### src/rtl/mdu_mc_if.sv
// Operand, command and result bundle between the multicycle controller and the HI/LO multiply/divide unit.
// start is honoured only while busy is low; done pulses for one cycle when hi/lo take a new result.
interface mdu_mc_if #(
    parameter int WIDTH = 32
);
    logic             start;
    logic [1:0]       op;
    logic [WIDTH-1:0] src_a;
    logic [WIDTH-1:0] src_b;
    logic             hi_we;
    logic             lo_we;
    logic [WIDTH-1:0] wr_data;
    logic             busy;
    logic             done;
    logic [WIDTH-1:0] hi;
    logic [WIDTH-1:0] lo;

    modport master (
        output start, op, src_a, src_b, hi_we, lo_we, wr_data,
        input  busy, done, hi, lo
    );

    modport slave (
        input  start, op, src_a, src_b, hi_we, lo_we, wr_data,
        output busy, done, hi, lo
    );
endinterface

### src/rtl/mdu_mc.sv
// Multicycle HI/LO multiply/divide unit: one bit per clock (shift-add multiply, restoring divide),
// signs handled by magnitude arithmetic plus a final fix-up cycle.
module mdu_mc #(
    parameter int WIDTH = 32
) (
    input  logic       clk,
    input  logic       rst,
    mdu_mc_if.slave    mdu,
    output logic [1:0] o_dbg_state
);
    localparam int CW = $clog2(WIDTH) + 1;

    typedef enum logic [1:0] {
        S_IDLE = 2'd0,
        S_MUL  = 2'd1,
        S_DIV  = 2'd2,
        S_FIX  = 2'd3
    } state_t;

    state_t             r_state;
    logic [CW-1:0]      r_cnt;
    logic               r_busy;
    logic               r_done;
    logic [WIDTH-1:0]   r_hi;
    logic [WIDTH-1:0]   r_lo;
    logic [WIDTH-1:0]   r_opd;
    logic [2*WIDTH-1:0] r_acc;
    logic [WIDTH-1:0]   r_rem;
    logic [WIDTH-1:0]   r_quo;
    logic [WIDTH-1:0]   r_raw_a;
    logic               r_neg_res;
    logic               r_neg_rem;
    logic               r_dz;
    logic               r_is_div;

    logic [WIDTH-1:0]   w_abs_a;
    logic [WIDTH-1:0]   w_abs_b;
    logic [WIDTH:0]     w_mul_sum;
    logic [WIDTH:0]     w_div_shift;
    logic               w_div_ge;
    logic [WIDTH-1:0]   w_div_diff;
    logic [2*WIDTH-1:0] w_prod;
    logic [WIDTH-1:0]   w_quo;
    logic [WIDTH-1:0]   w_rem;
    logic               w_last;

    assign w_abs_a = (mdu.op[0] && mdu.src_a[WIDTH-1]) ? -mdu.src_a : mdu.src_a;
    assign w_abs_b = (mdu.op[0] && mdu.src_b[WIDTH-1]) ? -mdu.src_b : mdu.src_b;

    // Multiply: multiplier sits in the low half of the accumulator and shifts out as the product shifts in.
    assign w_mul_sum = {1'b0, r_acc[2*WIDTH-1:WIDTH]} + (r_acc[0] ? {1'b0, r_opd} : '0);

    // Divide: the shifted partial remainder needs WIDTH+1 bits; once it is >= divisor, the true
    // difference is below the divisor, so the low WIDTH bits of the subtraction are exact.
    assign w_div_shift = {r_rem, r_quo[WIDTH-1]};
    assign w_div_ge    = (w_div_shift >= {1'b0, r_opd});
    assign w_div_diff  = w_div_shift[WIDTH-1:0] - r_opd;

    assign w_prod = r_neg_res ? -r_acc : r_acc;
    assign w_quo  = r_neg_res ? -r_quo : r_quo;
    assign w_rem  = r_neg_rem ? -r_rem : r_rem;
    assign w_last = (r_cnt == CW'(WIDTH - 1));

    always_ff @(posedge clk) begin
        if (rst) begin
            r_state   <= S_IDLE;
            r_cnt     <= '0;
            r_busy    <= 1'b0;
            r_done    <= 1'b0;
            r_hi      <= '0;
            r_lo      <= '0;
            r_opd     <= '0;
            r_acc     <= '0;
            r_rem     <= '0;
            r_quo     <= '0;
            r_raw_a   <= '0;
            r_neg_res <= 1'b0;
            r_neg_rem <= 1'b0;
            r_dz      <= 1'b0;
            r_is_div  <= 1'b0;
        end else begin
            r_done <= 1'b0;
            case (r_state)
                S_IDLE: begin
                    if (mdu.hi_we) r_hi <= mdu.wr_data;
                    if (mdu.lo_we) r_lo <= mdu.wr_data;
                    if (mdu.start) begin
                        r_opd     <= mdu.op[1] ? w_abs_b : w_abs_a;
                        r_acc     <= {{WIDTH{1'b0}}, w_abs_b};
                        r_rem     <= '0;
                        r_quo     <= w_abs_a;
                        r_raw_a   <= mdu.src_a;
                        r_neg_res <= mdu.op[0] & (mdu.src_a[WIDTH-1] ^ mdu.src_b[WIDTH-1]);
                        r_neg_rem <= mdu.op[0] & mdu.src_a[WIDTH-1];
                        r_dz      <= (mdu.src_b == '0);
                        r_is_div  <= mdu.op[1];
                        r_cnt     <= '0;
                        r_busy    <= 1'b1;
                        r_state   <= mdu.op[1] ? S_DIV : S_MUL;
                    end
                end
                S_MUL: begin
                    r_acc <= {w_mul_sum, r_acc[WIDTH-1:1]};
                    r_cnt <= r_cnt + 1'b1;
                    if (w_last) r_state <= S_FIX;
                end
                S_DIV: begin
                    r_rem <= w_div_ge ? w_div_diff : w_div_shift[WIDTH-1:0];
                    r_quo <= {r_quo[WIDTH-2:0], w_div_ge};
                    r_cnt <= r_cnt + 1'b1;
                    if (w_last) r_state <= S_FIX;
                end
                S_FIX: begin
                    // Divide by zero reports the raw dividend and an all-ones quotient, signed or not.
                    if (r_is_div && r_dz) begin
                        r_hi <= r_raw_a;
                        r_lo <= '1;
                    end else if (r_is_div) begin
                        r_hi <= w_rem;
                        r_lo <= w_quo;
                    end else begin
                        r_hi <= w_prod[2*WIDTH-1:WIDTH];
                        r_lo <= w_prod[WIDTH-1:0];
                    end
                    r_done  <= 1'b1;
                    r_busy  <= 1'b0;
                    r_state <= S_IDLE;
                end
                default: r_state <= S_IDLE;
            endcase
        end
    end

    assign mdu.busy    = r_busy;
    assign mdu.done    = r_done;
    assign mdu.hi      = r_hi;
    assign mdu.lo      = r_lo;
    assign o_dbg_state = r_state;
endmodule

### src/flat_wrapper.sv
// flat-port wrapper written by rule: the top's interface ports become plain ports
module mdu_mc_flat 
#(
    parameter int WIDTH = 32
)
  (clk, rst, o_dbg_state, mdu_start, mdu_op, mdu_src_a, mdu_src_b, mdu_hi_we, mdu_lo_we, mdu_wr_data, mdu_busy, mdu_done, mdu_hi, mdu_lo);
  mdu_mc_if #(.WIDTH(WIDTH)) mdu_i ();
  input  logic clk;
  input  logic rst;
  output logic [1:0] o_dbg_state;
  input wire logic [$bits(mdu_i.start)-1:0] mdu_start;
  input wire logic [$bits(mdu_i.op)-1:0] mdu_op;
  input wire logic [$bits(mdu_i.src_a)-1:0] mdu_src_a;
  input wire logic [$bits(mdu_i.src_b)-1:0] mdu_src_b;
  input wire logic [$bits(mdu_i.hi_we)-1:0] mdu_hi_we;
  input wire logic [$bits(mdu_i.lo_we)-1:0] mdu_lo_we;
  input wire logic [$bits(mdu_i.wr_data)-1:0] mdu_wr_data;
  output wire logic [$bits(mdu_i.busy)-1:0] mdu_busy;
  output wire logic [$bits(mdu_i.done)-1:0] mdu_done;
  output wire logic [$bits(mdu_i.hi)-1:0] mdu_hi;
  output wire logic [$bits(mdu_i.lo)-1:0] mdu_lo;
  assign mdu_i.start = mdu_start;
  assign mdu_i.op = mdu_op;
  assign mdu_i.src_a = mdu_src_a;
  assign mdu_i.src_b = mdu_src_b;
  assign mdu_i.hi_we = mdu_hi_we;
  assign mdu_i.lo_we = mdu_lo_we;
  assign mdu_i.wr_data = mdu_wr_data;
  assign mdu_busy = mdu_i.busy;
  assign mdu_done = mdu_i.done;
  assign mdu_hi = mdu_i.hi;
  assign mdu_lo = mdu_i.lo;
  mdu_mc #(.WIDTH(WIDTH)) u_core (.clk(clk), .rst(rst), .mdu(mdu_i), .o_dbg_state(o_dbg_state));
endmodule
### config.mk
export PLATFORM = sky130hd
export DESIGN_NAME = mdu_mc_flat
export DESIGN_NICKNAME = d
export VERILOG_FILES = /design/src/rtl/mdu_mc_if.sv /design/src/rtl/mdu_mc.sv /design/src/flat_wrapper.sv
export SDC_FILE = /design/constraint.sdc
export NUM_CORES = 1
export LEC_CHECK = 0
export BUFFER_PORTS_ARGS = -buffer_cell sky130_fd_sc_hd__buf_2
export CAP_MARGIN = 40
export CORE_AREA = 2 2 190 192
export CTS_BUF_LIST = sky130_fd_sc_hd__clkbuf_2
export CTS_CLUSTER_DIAMETER = 50
export DETAILED_ROUTE_END_ITERATION = 8
export DIE_AREA = 0 0 192 194
export GPL_ROUTABILITY_DRIVEN = 0
export GPL_TIMING_DRIVEN = 1
export PLACE_DENSITY = 0.7
export SLEW_MARGIN = 10
export SYNTH_ARGS = -nofsm -noshare
export SYNTH_HDL_FRONTEND = slang
export SYNTH_SLANG_ARGS = --single-unit
export TNS_END_PERCENT = 1
### constraint.sdc
create_clock -name clk -period 5.9 [get_ports clk]
set_input_delay 1.475 -clock clk [delete_from_list [all_inputs] [get_ports clk]]
set_output_delay 1.475 -clock clk [all_outputs]
set_load 0.1 [all_outputs]
# Yosys cells after proc, flatten, opt, wreduce, memory -nomap -nowiden
# Cells that the tools add are included.
# totals
regBits	270
latchBits	0
ramBits	0
rom_bits	0
in_bits	103
output_inout_bits	68
elab_cells	84
memories	0
# op_classes
n_addsub	8
n_mul	0
div	0
order_cmp	1
eq_ne	8
n_shift	0
mux	31
bitwise_logic	3
reduce_logical	18
# op_table
op	n
2-to-1 mux 32 bit	15
case mux 32 bit (2 select lines)	4
2-to-1 mux 64 bit	2
negator 32 bit	4
case mux 64 bit (2 select lines)	1
negator 64 bit	1
adder 32 x 33 -> 33 bit	1
>= comparator 33 x 32 -> 1 bit	1
zero test 32 bit	1
subtractor 32 bit	1
AND reduction 2 bit	8
case mux 6 bit (2 select lines)	1
nonzero test 2 bit	4
adder 6 x 1 -> 6 bit (second input constant)	1
equality test 6 x 5 -> 1 bit (second input constant)	1
2-to-1 mux 2 bit	3
2-to-1 mux 6 bit	1
!= test 2 bit (second input constant)	3
case mux 2 bit (3 select lines)	1
equality test 2 bit (second input constant)	2
logical AND 1 bit	3
bitwise AND 1 bit	2
equality test 2 x 1 -> 1 bit (second input constant)	1
zero test 2 bit	1
5 further kinds	6

# Longest topological paths before layout
# logic_depth
word_depth	5
ltp_mapped	13
mapped_depth_nobuf	13

# Least setup slack after synthesis
# Ideal clock, no wire load.
# synth_timing
path_type	input to register
start	input mdu_src_b[20]
end	register u_core.r_acc[30]
setup_time_ns	0.128
t_arrival_ns	3.497
required_time_ns	5.772
slack_ns	2.275
cell_stages	9
n_path_buf	0
cell_sequence	or4_1 -> or4_1 -> nor3_1 -> a21oi_1 -> xor2_1 -> mux2i_1 -> nor2_1 -> a21oi_1 -> nor2_1
# synth_via
elab_chain_cells	4
# synth_lines
element	line_no	source
from (decl)	flat_wrapper.sv:14	input wire logic [$bits(mdu_i.src_b)-1:0] mdu_src_b;
negator 32 bit	mdu_mc.sv:48	assign w_abs_b = (mdu.op[0] && mdu.src_b[WIDTH-1]) ? -mdu.src_b : mdu.src_b;
2-to-1 mux 32 bit	mdu_mc.sv:48	
2-to-1 mux 64 bit	mdu_mc.sv:87	if (mdu.start) begin
case mux 64 bit (2 select lines)	mdu_mc.sv:83	case (r_state)
to (signal assigned)	mdu_mc.sv:89	r_acc <= {{WIDTH{1'b0}}, w_abs_b};
to (signal assigned)	mdu_mc.sv:103	r_acc <= {w_mul_sum, r_acc[WIDTH-1:1]};
to (decl)	mdu_mc.sv:27	logic [2*WIDTH-1:0] r_acc;
# Every way passes these cells. The select of a mux whose other input is x is not followed.
# A chain may end at the register's enable or synchronous reset.

# Final worst setup path
# layout_timing
start	register u_core.r_acc[0]
end	register u_core.r_hi[22] (netlist: u_core.mdu.hi[22])
# layout_via
elab_chain_cells	5
# layout_lines
element	line_no	source
negator 64 bit	mdu_mc.sv:59	assign w_prod = r_neg_res ? -r_acc : r_acc;
2-to-1 mux 64 bit	mdu_mc.sv:59	
2-to-1 mux 32 bit	mdu_mc.sv:118	end else if (r_is_div) begin
2-to-1 mux 32 bit	mdu_mc.sv:115	if (r_is_div && r_dz) begin
case mux 32 bit (2 select lines)	mdu_mc.sv:83	
to (signal assigned)	mdu_mc.sv:85	if (mdu.hi_we) r_hi <= mdu.wr_data;
to (signal assigned)	mdu_mc.sv:116	r_hi <= r_raw_a;
to (signal assigned)	mdu_mc.sv:119	r_hi <= w_rem;
to (decl)	mdu_mc.sv:24	logic [WIDTH-1:0] r_hi;
# Every way passes these cells.

==> impl_metrics.toml <==
[global_routing]
grt_pass1_wl_mm = 113
grt_usage_pct = 39.6
antenna_found_initial = 2
grt_pass1_vias = 19400
grt_start_max_net_pins = 165
overflow = 0

[critical_path]
crit_fanout = 31
worstPathArrival_ps = 5020
r2r-start = "u_core.r_acc[0]$_SDFFE_PP0P_"
rrSetupSlack_ps = 1720
worstPathRequired_ps = 6740
crit_type = "flip-flop to flip-flop"
endpoint_kind = "flip-flop"
start_kind = "flip-flop"
crit_start = "u_core.r_acc[0]$_SDFFE_PP0P_"

[placement]
hpwl_mm = 56.4
port_buffers = 170

[clock_tree]
cts_resized = 0
clk-insertion-delay-late_ps = 1030
cts_root_buf = "clkbuf_2"
clk_pin_slew_ps = 100
cts.htree.levels = 3
cts.sinks = 270
numCtsBuffers = 79
cts_tree = "done"
postCtsSetupBuffers = 0
cts.path.max_buffers = 3
postCtsHoldBufs = 0

[synth]
synthFlopType = "dfxtp_1"
synth_nets = 2768
yosysTopAreaCell = "dfxtp_1"
synth_mux_area_share_pct = 2.71
synth_edf_count = 0
async_flop_share_pct = 0
syn_area_per_cell_sq_um = 7.38
synth_compound_area_share_pct = 27.6
synth_common_cells = "nand2_1, dfxtp_1, a21oi_1"
yosysMostFrequentCell = "nand2_1"
synth_top_area_share_pct = 28.3
ys_top_cells_by_area = "dfxtp_1, nand2_1, a21oi_1"
synth.distinct_cells = 83
synth-seq-cells = 270
synth_top_family_by_area = "compound AO/OA/AOI/OAI gates"
synth_warnings = 0
synth_area_sq_um = 19100
ys_seq_area_share_pct = 28.3
synth_fa_ha_area_share_pct = 5.06
syn_inst = 2589
synthXorXnorAreaFrac_pct = 10.1
yosys.area_share.simple_pct = 21.4

[detailed_routing]
drt_iter0_drc = 2386
viasPerCell = 6.51
drc = 0
wl_per_cell_microns = 23.3
via_count = 21000
firstDrtPassIters = 6
ant_nets = 0
wirelength_mm = 75.2

[floorplanning]
initial_core_util_pct = 54.2
num_rows = 69
die_width_microns = 192
die-area_sq_um = 37200
core_sq_um = 35200
num_io_pins = 171
die_h_microns = 194

[timing]
fin_setup_tns_ps = 0
slew_viol_final = 0
rsz0062_at_grt = "no"
finalSetupViolCount = 0
fmax_mhz = 239
hold-worst-slack_ps = 456
finalCritPeriodShare_pct = 70.9
period_needed_ps = 4180
max_slew_margin_pct = 34.5
fin_skew_ps = 90.7
hold_viol = 0
tightest_slew_ps = 982

[power_and_ir_drop]
power_density_nw_per_um2 = 427
p_leak_nw = 8.63
peakVddDrop_mv = 0.455

[min_path]
min-delay-start = "u_core.r_opd[10]$_SDFFE_PP0P_"
hold_class = "flip-flop to flip-flop"

[job]
cap_violations = 0

[layout]
drive_gt1_share_pct = 13.0
fin_nets = 2889
syn_to_final_growth_pct = 9.90
finish.utilization_pct = 59.6

[status]
run_status = "finished, final reports clean"
through the flow:
stage               setup slack [ps]  power [mW]  cell area [sq um]  cells
floorplan                       2280        6.03              19100   2589
global placement                1870        7.23              20200   3086
detailed placement              1880        7.30              20200   3090
CTS                             1860        8.83              21000   3223
global route                    1550        9.40              21000   3224
finish                          1720        8.96              21000   3225
cell type report:
cell class	count	area, sq um
Antenna cell	2	5.00
Clock buffer	107	536
Clock inverter	26	214
Fill cell	3389	14200
Inverter	83	312
Multi-Input combinational cell	2077	12800
Sequential cell	270	5410
Tap cell	461	577
Timing Repair Buffer	199	1120
worst paths after layout:
check,to,depth (start not counted)
worst min register to register,u_core.r_opd[10]$_SDFFE_PP0P_,2
worst min-delay path,u_core.r_opd[10]$_SDFFE_PP0P_,2
worst max register to register,u_core.mdu.hi[22]$_SDFFE_PP0P_,11
worst max-delay path,u_core.mdu.hi[22]$_SDFFE_PP0P_,11
where the power goes:
| part | total, mW | leakage (nW) | switching (mW) | internal [mW] |
|---|---|---|---|---|
| Sequential | 2.73 | 2.21 | 0.521 | 2.21 |
| Clock | 1.54 | 0.551 | 0.875 | 0.665 |
| Combinational | 4.68 | 5.87 | 3.40 | 1.29 |
| Total | 8.96 | 8.63 | 4.79 | 4.16 |
sequential cells by signal (all words and copies together) (netlist names):
register	flops
u_core.r_acc	64
u_core.mdu.hi	32
u_core.mdu.lo	32
u_core.r_opd	32
u_core.r_quo	32
u_core.r_raw_a	32
u_core.r_rem	32
u_core.r_cnt	6
u_core.o_dbg_state	2
u_core.mdu.busy	1
u_core.mdu.done	1
u_core.r_dz	1
u_core.r_is_div	1
u_core.r_neg_rem	1
u_core.r_neg_res	1
cell usage in the layout (no fill, tap or decap), types with 13 or more instances in the layout:
| cell type | n |
|---|---|
| nand2_1 | 401 |
| dfxtp_1 | 267 |
| a21oi_1 | 263 |
| nor2_1 | 221 |
| o21ai_0 | 181 |
| buf_2 | 169 |
| xnor2_1 | 130 |
| clkbuf_2 | 107 |
| xor2_1 | 91 |
| inv_1 | 80 |
| ha_1 | 73 |
| nor3_1 | 55 |
| o31ai_1 | 52 |
| mux2i_1 | 45 |
| o211ai_1 | 43 |
| o221ai_1 | 34 |
| nand3_1 | 33 |
| nand2b_1 | 31 |
| a211oi_1 | 28 |
| a21o_1 | 28 |
| and3_1 | 26 |
| or3_1 | 24 |
| or4_1 | 24 |
| a311oi_1 | 24 |
| buf_4 | 24 |
| o41ai_1 | 22 |
| a31oi_1 | 19 |
| o21a_1 | 18 |
| clkinv_1 | 16 |
| nor4_1 | 15 |
| a32oi_1 | 15 |
| o21ai_1 | 13 |
critical path, stage by stage (launching register included):
cell and delay [ps]:
dfxtp_1 380, inv_1 650, ha_1 360, or4b_4 510
nor3_2 320, nand4_1 380, or2_4 410, or2_1 360
nor3_2 170, mux2i_1 210, o21ai_1 70, nor4b_2 170
cell families after synthesis:
family          Yosys count
compound gates          831
mux                      51
simple gates            898
xor+xnor                221
buf+inv                 242
fa+ha+maj                76
flops                   270
metal layers:
layer,wire (microns),part of all wire [%],track usage (%),up-vias
met3,7040,9.4,7.35,334
met1,28300,38,48.4,9801
met5,0,0,0,-
li1,-,-,-,9639
met2,32900,44,60.3,1228
met4,6980,9.3,32.3,0
No activity file was read; power rests on OpenSTA's default activity.
